[src/rtl/ita_package.sv]
// ITA shared types and defaults.
// Used by the output writer and its address generator.
package ita_package;

    localparam int unsigned ITA_N  = 16;
    localparam int unsigned ITA_WI = 8;

    typedef enum logic [1:0] {
        WR_IDLE,
        WR_RUN,
        WR_FLUSH
    } writer_state_e;

    typedef logic [15:0] writer_cnt_t;

endpackage

[src/rtl/ita_output_addr_gen.sv]
// ITA output writer address generator.
// Walks rows fastest, then column tiles, using adders only.
module ita_output_addr_gen
    import ita_package::*;
#(
    parameter int unsigned N  = ITA_N,
    parameter int unsigned WI = ITA_WI,
    parameter int unsigned AW = 32
) (
    input  logic          clk_i,
    input  logic          rst_ni,
    input  logic          load_i,
    input  logic [AW-1:0] base_addr_i,
    input  logic [AW-1:0] row_stride_i,
    input  writer_cnt_t   n_rows_i,
    input  writer_cnt_t   n_tiles_i,
    input  logic          step_i,
    output logic [AW-1:0] addr_o,
    output logic          last_o
);

    localparam logic [AW-1:0] TileBytes = AW'(N * WI / 8);

    writer_cnt_t   r_q;
    writer_cnt_t   t_q;
    writer_cnt_t   rows_q;
    writer_cnt_t   tiles_q;
    logic [AW-1:0] stride_q;
    logic [AW-1:0] tile_base_q;
    logic [AW-1:0] row_addr_q;
    logic          row_last;

    assign row_last = (r_q == rows_q - writer_cnt_t'(1));
    assign last_o   = row_last && (t_q == tiles_q - writer_cnt_t'(1));
    assign addr_o   = row_addr_q;

    always_ff @(posedge clk_i or negedge rst_ni) begin
        if (!rst_ni) begin
            r_q         <= '0;
            t_q         <= '0;
            rows_q      <= '0;
            tiles_q     <= '0;
            stride_q    <= '0;
            tile_base_q <= '0;
            row_addr_q  <= '0;
        end else if (load_i) begin
            r_q         <= '0;
            t_q         <= '0;
            rows_q      <= n_rows_i;
            tiles_q     <= n_tiles_i;
            stride_q    <= row_stride_i;
            tile_base_q <= base_addr_i;
            row_addr_q  <= base_addr_i;
        end else if (step_i) begin
            if (row_last) begin
                // next tile restarts at row 0 of the shifted column base
                r_q         <= '0;
                t_q         <= t_q + writer_cnt_t'(1);
                tile_base_q <= tile_base_q + TileBytes;
                row_addr_q  <= tile_base_q + TileBytes;
            end else begin
                r_q        <= r_q + writer_cnt_t'(1);
                row_addr_q <= row_addr_q + stride_q;
            end
        end
    end

endmodule

[src/rtl/ita_output_writer.sv]
// ITA output writer: buffers output beats and writes them
// to memory as a row-major walk over column tiles.
module ita_output_writer
    import ita_package::*;
#(
    parameter int unsigned N  = ITA_N,
    parameter int unsigned WI = ITA_WI,
    parameter int unsigned AW = 32
) (
    input  logic            clk_i,
    input  logic            rst_ni,
    input  logic            start_i,
    input  logic [AW-1:0]   base_addr_i,
    input  logic [AW-1:0]   row_stride_i,
    input  logic [15:0]     n_rows_i,
    input  logic [15:0]     n_tiles_i,
    input  logic            valid_i,
    output logic            ready_o,
    input  logic [N*WI-1:0] data_i,
    output logic            mem_req_o,
    input  logic            mem_gnt_i,
    output logic [AW-1:0]   mem_addr_o,
    output logic [N*WI-1:0] mem_wdata_o,
    output logic            mem_we_o,
    output logic            busy_o,
    output logic            done_o
);

    writer_state_e state_q;
    logic          empty_job;
    logic          load;
    logic          accept;
    logic [AW-1:0] gen_addr;
    logic          gen_last;

    assign empty_job = (n_rows_i == 16'd0) || (n_tiles_i == 16'd0);
    assign load      = (state_q == WR_IDLE) && start_i && !empty_job;
    assign ready_o   = (state_q == WR_RUN) && (!mem_req_o || mem_gnt_i);
    assign accept    = valid_i && ready_o;
    assign mem_we_o  = mem_req_o;
    assign busy_o    = (state_q != WR_IDLE);

    ita_output_addr_gen #(
        .N  (N),
        .WI (WI),
        .AW (AW)
    ) i_addr_gen (
        .clk_i        (clk_i),
        .rst_ni       (rst_ni),
        .load_i       (load),
        .base_addr_i  (base_addr_i),
        .row_stride_i (row_stride_i),
        .n_rows_i     (n_rows_i),
        .n_tiles_i    (n_tiles_i),
        .step_i       (accept),
        .addr_o       (gen_addr),
        .last_o       (gen_last)
    );

    always_ff @(posedge clk_i or negedge rst_ni) begin
        if (!rst_ni) begin
            state_q     <= WR_IDLE;
            mem_req_o   <= 1'b0;
            mem_addr_o  <= '0;
            mem_wdata_o <= '0;
            done_o      <= 1'b0;
        end else begin
            done_o <= 1'b0;
            unique case (state_q)
                WR_IDLE: begin
                    if (start_i) begin
                        if (empty_job) begin
                            done_o <= 1'b1;
                        end else begin
                            state_q <= WR_RUN;
                        end
                    end
                end
                WR_RUN: begin
                    // a new accept overwrites a beat granted this cycle
                    if (accept) begin
                        mem_req_o   <= 1'b1;
                        mem_addr_o  <= gen_addr;
                        mem_wdata_o <= data_i;
                        if (gen_last) begin
                            state_q <= WR_FLUSH;
                        end
                    end else if (mem_gnt_i) begin
                        mem_req_o <= 1'b0;
                    end
                end
                WR_FLUSH: begin
                    if (mem_gnt_i) begin
                        mem_req_o <= 1'b0;
                        state_q   <= WR_IDLE;
                        done_o    <= 1'b1;
                    end
                end
                default: begin
                    state_q <= WR_IDLE;
                end
            endcase
        end
    end

endmodule
[config.mk]
export PLATFORM = sky130hd
export DESIGN_NAME = ita_output_writer
export DESIGN_NICKNAME = d
export VERILOG_FILES = /design/src/rtl/ita_package.sv /design/src/rtl/ita_output_addr_gen.sv /design/src/rtl/ita_output_writer.sv
export SDC_FILE = /design/constraint.sdc
export NUM_CORES = 1
export LEC_CHECK = 0
export BUFFER_PORTS_ARGS = -buffer_cell sky130_fd_sc_hd__buf_4
export CAP_MARGIN = 0
export CORE_UTILIZATION = 59
export CTS_BUF_LIST = sky130_fd_sc_hd__clkbuf_2
export DETAILED_ROUTE_END_ITERATION = 12
export GPL_TIMING_DRIVEN = 0
export PLACE_DENSITY_LB_ADDON = 0.05
export SYNTH_ARGS = -nofsm -noshare
export SYNTH_HDL_FRONTEND = slang
export SYNTH_SLANG_ARGS = --single-unit
[constraint.sdc]
create_clock -name clk_i -period 7.1 [get_ports clk_i]
set_clock_uncertainty 0.05 [all_clocks]
set_input_delay 1.42 -clock clk_i [delete_from_list [all_inputs] [get_ports clk_i]]
set_output_delay 1.42 -clock clk_i [all_outputs]
set_load 0.05 [all_outputs]
Word level (Yosys, flattened, before mapping)
Cells that the tools add are included.
{ "word_totals": {"ff_bits": 324, "input_bits": 229, "out_inout_bits": 165, "word_cells": 71} }
{ "op_classes": {"n_addsub": 6, "eq_ne": 9, "n_mux": 25, "reduce_logical": 19} }
{ "ops": {"columns": ["op", "count"], "rows": [
  ["$mux 32", 6],
  ["$mux 16", 6],
  ["$add 16x1->16 const B", 2],
  ["$add 32x32->32", 1],
  ["$add 32x5->32 const B", 1],
  ["$eq 16x16->1", 2],
  ["$logic_not 16->1", 2],
  ["$sub 16x1->16 const B", 2],
  ["$mux 2", 5],
  ["$ne 2x2->1 const B", 5],
  ["$reduce_bool 2->1", 4],
  ["$pmux 2 s3", 1],
  ["$logic_and 1x1->1", 5],
  ["$mux 1", 5],
  ["$reduce_and 5->1", 1],
  ["$pmux 1 s2", 2],
  ["$reduce_and 2->1", 2],
  ["$eq 2x1->1 const B", 1],
  ["$eq 2x2->1 const B", 1],
  ["$logic_not 1->1", 2],
  ["$logic_not 2->1", 1],
  ["$logic_or 1x1->1", 2]
]} }

Depth between registers and ports, before layout
{ "logic_depth": {"word_depth": 6, "ltp_mapped": 14, "ltp_nobuf": 12} }

Modules after synthesis
A second synthesis with hierarchy kept.
{ "hier_totals": {"hier_cells": 1446, "hier_area_um2": 16734.8} }
{ "by_module_without_submodules": {"columns": ["mod", "n_inst", "cells_per_inst", "area_per_inst_um2", "seq_area_each_um2"], "rows": [
  ["ita_output_addr_gen", 1, 1066, 10027.1, 4003.8],
  ["ita_output_writer", 1, 380, 6707.7, 4103.9]
]} }

Worst setup path after synthesis
OpenSTA, ideal clock, no wires.
{ "synth_path": {"kind": "input port to flip-flop", "startpoint": "input mem_gnt_i", "endpoint": "register state_q[0]", "arrival_ns": 3.968, "setup_slack_ns": 2.957, "cell_stages": 8, "n_path_buf": 1, "path_cell_list": "inv_1 -> a21oi_1 -> nand2_1 -> or4_1 -> buf_2 -> nor4_4 -> o21ai_1 -> mux2_4"} }
{ "synth_via": {"elab_chain_cells": 5, "word_cells_on_any_way": 6} }
{ "synth_rtl": {"columns": ["element", "line_no", "text"], "rows": [
  ["start: declaration", "ita_output_writer.sv:21", "input logic mem_gnt_i,"],
  ["$logic_or 1x1->1", "ita_output_writer.sv:38", "assign ready_o = (state_q == WR_RUN) && (!mem_req_o || mem_gnt_i);"],
  ["$logic_and 1x1->1", "ita_output_writer.sv:38", null],
  ["named net ready_o", "ita_output_writer.sv:18", "output logic ready_o,"],
  ["$logic_and 1x1->1", "ita_output_writer.sv:39", "assign accept = valid_i && ready_o;"],
  ["$ne 2x2->1 (no line)", null, null],
  ["$reduce_and 5->1 (no line)", null, null],
  ["end signal: assignment", "ita_output_writer.sv:62", "state_q <= WR_IDLE;"],
  ["end signal: assignment", "ita_output_writer.sv:75", "state_q <= WR_RUN;"],
  ["end signal: assignment", "ita_output_writer.sv:86", "state_q <= WR_FLUSH;"],
  ["end: declaration", "ita_output_writer.sv:29", "writer_state_e state_q;"]
]} }
The timed path passes the listed nets, and every way through them passes these cells.
A chain may end at the register's enable or synchronous reset.

Final worst setup path
{ "layout_path": {"startpoint": "register i_addr_gen.rows_q[0]", "endpoint": "register i_addr_gen.row_addr_q[8], in the netlist i_addr_gen.addr_o[8]"} }
{ "layout_via": {"elab_chain_cells": 5} }
{ "layout_rtl": {"columns": ["element", "line_no", "text"], "rows": [
  ["start: declaration", "ita_output_addr_gen.sv:26", "writer_cnt_t rows_q;"],
  ["start signal: assignment", "ita_output_addr_gen.sv:49", "rows_q <= n_rows_i;"],
  ["$sub 16x1->16", "ita_output_addr_gen.sv:33", "assign row_last = (r_q == rows_q - writer_cnt_t'(1));"],
  ["$eq 16x16->1", "ita_output_addr_gen.sv:33", null],
  ["$mux 32", "ita_output_addr_gen.sv:55", "if (row_last) begin"],
  ["$mux 32", "ita_output_addr_gen.sv:54", "end else if (step_i) begin"],
  ["$mux 32", "ita_output_addr_gen.sv:46", "end else if (load_i) begin"],
  ["end signal: assignment", "ita_output_addr_gen.sv:53", "row_addr_q <= base_addr_i;"],
  ["end signal: assignment", "ita_output_addr_gen.sv:60", "row_addr_q <= tile_base_q + TileBytes;"],
  ["end signal: assignment", "ita_output_addr_gen.sv:63", "row_addr_q <= row_addr_q + stride_q;"],
  ["end: declaration", "ita_output_addr_gen.sv:30", "logic [AW-1:0] row_addr_q;"]
]} }
No other way between the ends. The select of a mux whose other input is x is not followed.

==> impl_metrics.env <==
export IMPL_status="finished clean"
export IMPL_powerDensity_mw_per_mm2=512.6
export IMPL_root_buffer="clkbuf_2"
export IMPL_crit_family="simple AND/OR/NAND/NOR gates"
export IMPL_cts_sinks=324
export IMPL_crit_slowest_cell="or4_1"
export IMPL_initial_core_util_pct=60.33
export IMPL_tightest_slew_ns=1.071
export IMPL_grt_max_degree=125
export IMPL_crit_type="reg2reg"
export IMPL_ir_drop_v=0.0003676
export IMPL_die_area_mm2=0.02838
export IMPL_cp_common_cell="buf_2"
export IMPL_r2r_start="i_addr_gen.rows_q[0]"
export IMPL_startpoint="i_addr_gen.rows_q[0]"
export IMPL_worst_path_buf_inv=3
export IMPL_post_cts_buffers=0
export IMPL_syn_nets=2198
export IMPL_seq_area_frac_synth_pct=49.59
export IMPL_port_buffer_count=393
export IMPL_synth_area_mm2=0.01635
export IMPL_setup_viol=0
export IMPL_dp_hpwl_mm=36.10
export IMPL_finalNetCount=2678
export IMPL_cts_clk_slew_worst_paths_ns=0.10
export IMPL_yosys_most_used_dff="dfrtp_1"
export IMPL_area_delta_synth_final_pct=25.66
export IMPL_track_usage_pct=34.14
export IMPL_yosys_warnings=0
export IMPL_grt_pass1_wl_mm=76.36
export IMPL_worstSetupStartpointType="register"
export IMPL_grt_pass1_vias=15420
export IMPL_fin_util_pct=75.81
export IMPL_layout_drive_gt1_share_pct=22.18
export IMPL_cts_tree="done"
export IMPL_whs_ns=0.4312
export IMPL_crit_arrival_ns=4.85
export IMPL_fin_crit_sh_pct=58.93
export IMPL_hp_start="mem_wdata_o[75]"
export IMPL_overflow=0
export IMPL_timing_final_hold_violations=0
export IMPL_antenna_found_initial=1
export IMPL_fp_dieH_um=168.5
export IMPL_r2r_slack_ns=2.92
export IMPL_ctsLongestPathBuffers=3
export IMPL_crit_chain="inv_1 > ha_1 > or4b_1 > buf_2 > nor3b_1 > xnor2_1 > nand4_1 > or4_1 > nor2_2 > buf_2 > nor3_1 > a211oi_1 > o21ai_0"
export IMPL_hold_buffers=0
export IMPL_synth_top_area_share_pct=49.59
export IMPL_viasPerCell=5.518
export IMPL_maxSlewHeadroom_pct=28.59
export IMPL_htreeDepth=3
export IMPL_rsz0062_at_grt="false"
export IMPL_critPathMaxStageDelay_ns=0.64
export IMPL_hold_depth=2
export IMPL_worstSkewPairLatency_ns=0.89
export IMPL_end_kind="register"
export IMPL_cts_buffers=83
export IMPL_io_pins=394
export IMPL_async_reset_ff_share_pct=100.0
export IMPL_fmax_mhz=239.0
export IMPL_synth_top_cell_by_area="dfrtp_1"
export IMPL_syn_area_per_cell_um2=8.481
export IMPL_die_width_um=168.5
export IMPL_fin_tns_setup_ns=0
export IMPL_num_vias=15620
export IMPL_drt_pre_antenna_iters=8
export IMPL_totalWireLength_mm=48.84
export IMPL_cts_repair_resized=0
export IMPL_fin_crit_ns=4.184
export IMPL_power_leakage_nw=10.66
export IMPL_cp_num_cells=13
export IMPL_core_area_mm2=0.02710
export IMPL_post_drt_wl_per_cell_um=17.26
export IMPL_cap_viol_max_count=0
export IMPL_drv_slew=0
export IMPL_place_gp_congestion=0.9283
export IMPL_placementRows=60
export IMPL_ff2ff_path_depth=13
export IMPL_synth_seq_cells=324
export IMPL_synth_edf_count=0
export IMPL_hp_class="reg2reg"
export IMPL_fillerInstances=2084
export IMPL_detail_route_antenna_nets=0
export IMPL_synth_area_leaders="dfrtp_1 (50%), nand2_1 (17%), xnor2_1 (3.8%)"
export IMPL_synth_cells=1928
export IMPL_synthDistinctLibCells=65
export IMPL_worstPathRequired_ns=7.76
export IMPL_first_iter_violations=1148
export IMPL_drc=0
export IMPL_crit_path_max_fanout=10
-- cell families after synthesis --
logic type	count (synthesis)	synth area share (%)
simple gates	1046	26.77
xor+xnor	135	7.231
buf+inv	118	2.877
compound gates	254	9.634
flops	324	49.59
fa+ha+maj	41	3.183
mux	10	0.7193
-- sequential cells by signal (all words and copies together), names as in the netlist, 32 cells and up --
| signal | count |
|---|---|
| mem_wdata_o | 128 |
| i_addr_gen.addr_o | 32 |
| i_addr_gen.stride_q | 32 |
| i_addr_gen.tile_base_q | 32 |
| mem_addr_o | 32 |
-- stage by stage --
step / area (µm²) / power (mW) / instances / setup WS (ns)
final: 20550 / 10.53 / 2830 / 2.916
after global routing: 20550 / 11.20 / 2830 / 2.631
after CTS: 20540 / 10.51 / 2829 / 2.923
after detailed placement: 19830 / 9.212 / 2695 / 2.736
after global placement: 19770 / 9.037 / 2693 / 1.612
after floorplan: 16350 / 7.386 / 1928 / 2.957
-- power by group --
part / switching, mW / internal (mW) / leakage [nW]
clock: 0.766 / 0.506 / 0.538
combinational: 3.97 / 2.01 / 6.09
sequential: 0.644 / 2.64 / 4.03
-- worst paths after layout --
kind | endpoint
max reg2reg | i_addr_gen.addr_o[8]
max | i_addr_gen.addr_o[8]
max in group asynchronous | mem_addr_o[8]
min | mem_wdata_o[75]
min reg2reg | mem_wdata_o[75]
min in group asynchronous | i_addr_gen.rows_q[4]
-- placed cells by master, fill, tap and decap left out, types with 3 or more instances in the layout --
cell	n
nand2_1	750
buf_4	393
dfrtp_1	324
clkbuf_2	116
nor2_1	96
clkbuf_1	82
a21oi_1	74
xnor2_1	71
xor2_1	64
nand3_1	56
o21ai_0	53
ha_1	40
and3_1	37
nor3_1	24
inv_1	23
a21o_1	21
a211oi_1	18
nand4_1	17
a31oi_1	16
nor4_1	14
o21ai_1	13
clkinv_1	12
o211ai_1	11
o221ai_1	11
nand2b_1	9
or2_2	8
mux2i_1	8
o22ai_1	8
buf_2	7
or3_1	7
and2_1	6
o21a_1	6
or4_1	5
nor2b_1	4
buf_1	3
nand3b_1	3
a221oi_1	3
-- final cells by class --
class / instances / area [µm²] / area share (%)
sequential: 324 / 8108 / 39.46
multi-input combinational: 1486 / 7772 / 37.83
timing repair buffer: 395 / 3013 / 14.66
clock buffer: 116 / 580.6 / 2.826
tap: 372 / 465.4 / 2.265
buffer: 95 / 384.1 / 1.870
clock inverter: 18 / 133.9 / 0.6516
inverter: 23 / 86.33 / 0.4202
antenna: 1 / 2.502 / 0.01218
-- metal layers --
layer / track usage [%] / part of all wire, % / vias to the layer above
met1: 42.22 / 39 / 7378
met5: 0 / 0 / -
met4: 16.01 / 4.3 / 0
met3: 8.277 / 8.4 / 159
li1: - / - / 7375
met2: 56.68 / 48 / 705
-- cells in the mapped netlist, types with 18 or more instances --
library cell / count
nand2_1: 750
xor2_1: 64
inv_1: 23
nor2_1: 96
xnor2_1: 71
a21o_1: 21
a21oi_1: 74
nand3_1: 56
and3_1: 37
o21ai_0: 53
dfrtp_1: 324
nor3_1: 24
a211oi_1: 18
ha_1: 40
clkbuf_1: 82
-- worst register-to-register path, cell delays in order (launching register included) --
cell	delay, ns
dfrtp_1	0.43
inv_1	0.10
ha_1	0.23
or4b_1	0.43
buf_2	0.18
nor3b_1	0.26
xnor2_1	0.16
nand4_1	0.12
or4_1	0.64
nor2_2	0.48
buf_2	0.41
nor3_1	0.09
a211oi_1	0.27
o21ai_0	0.17
Note: power is estimated with default switching activity, not from simulation.
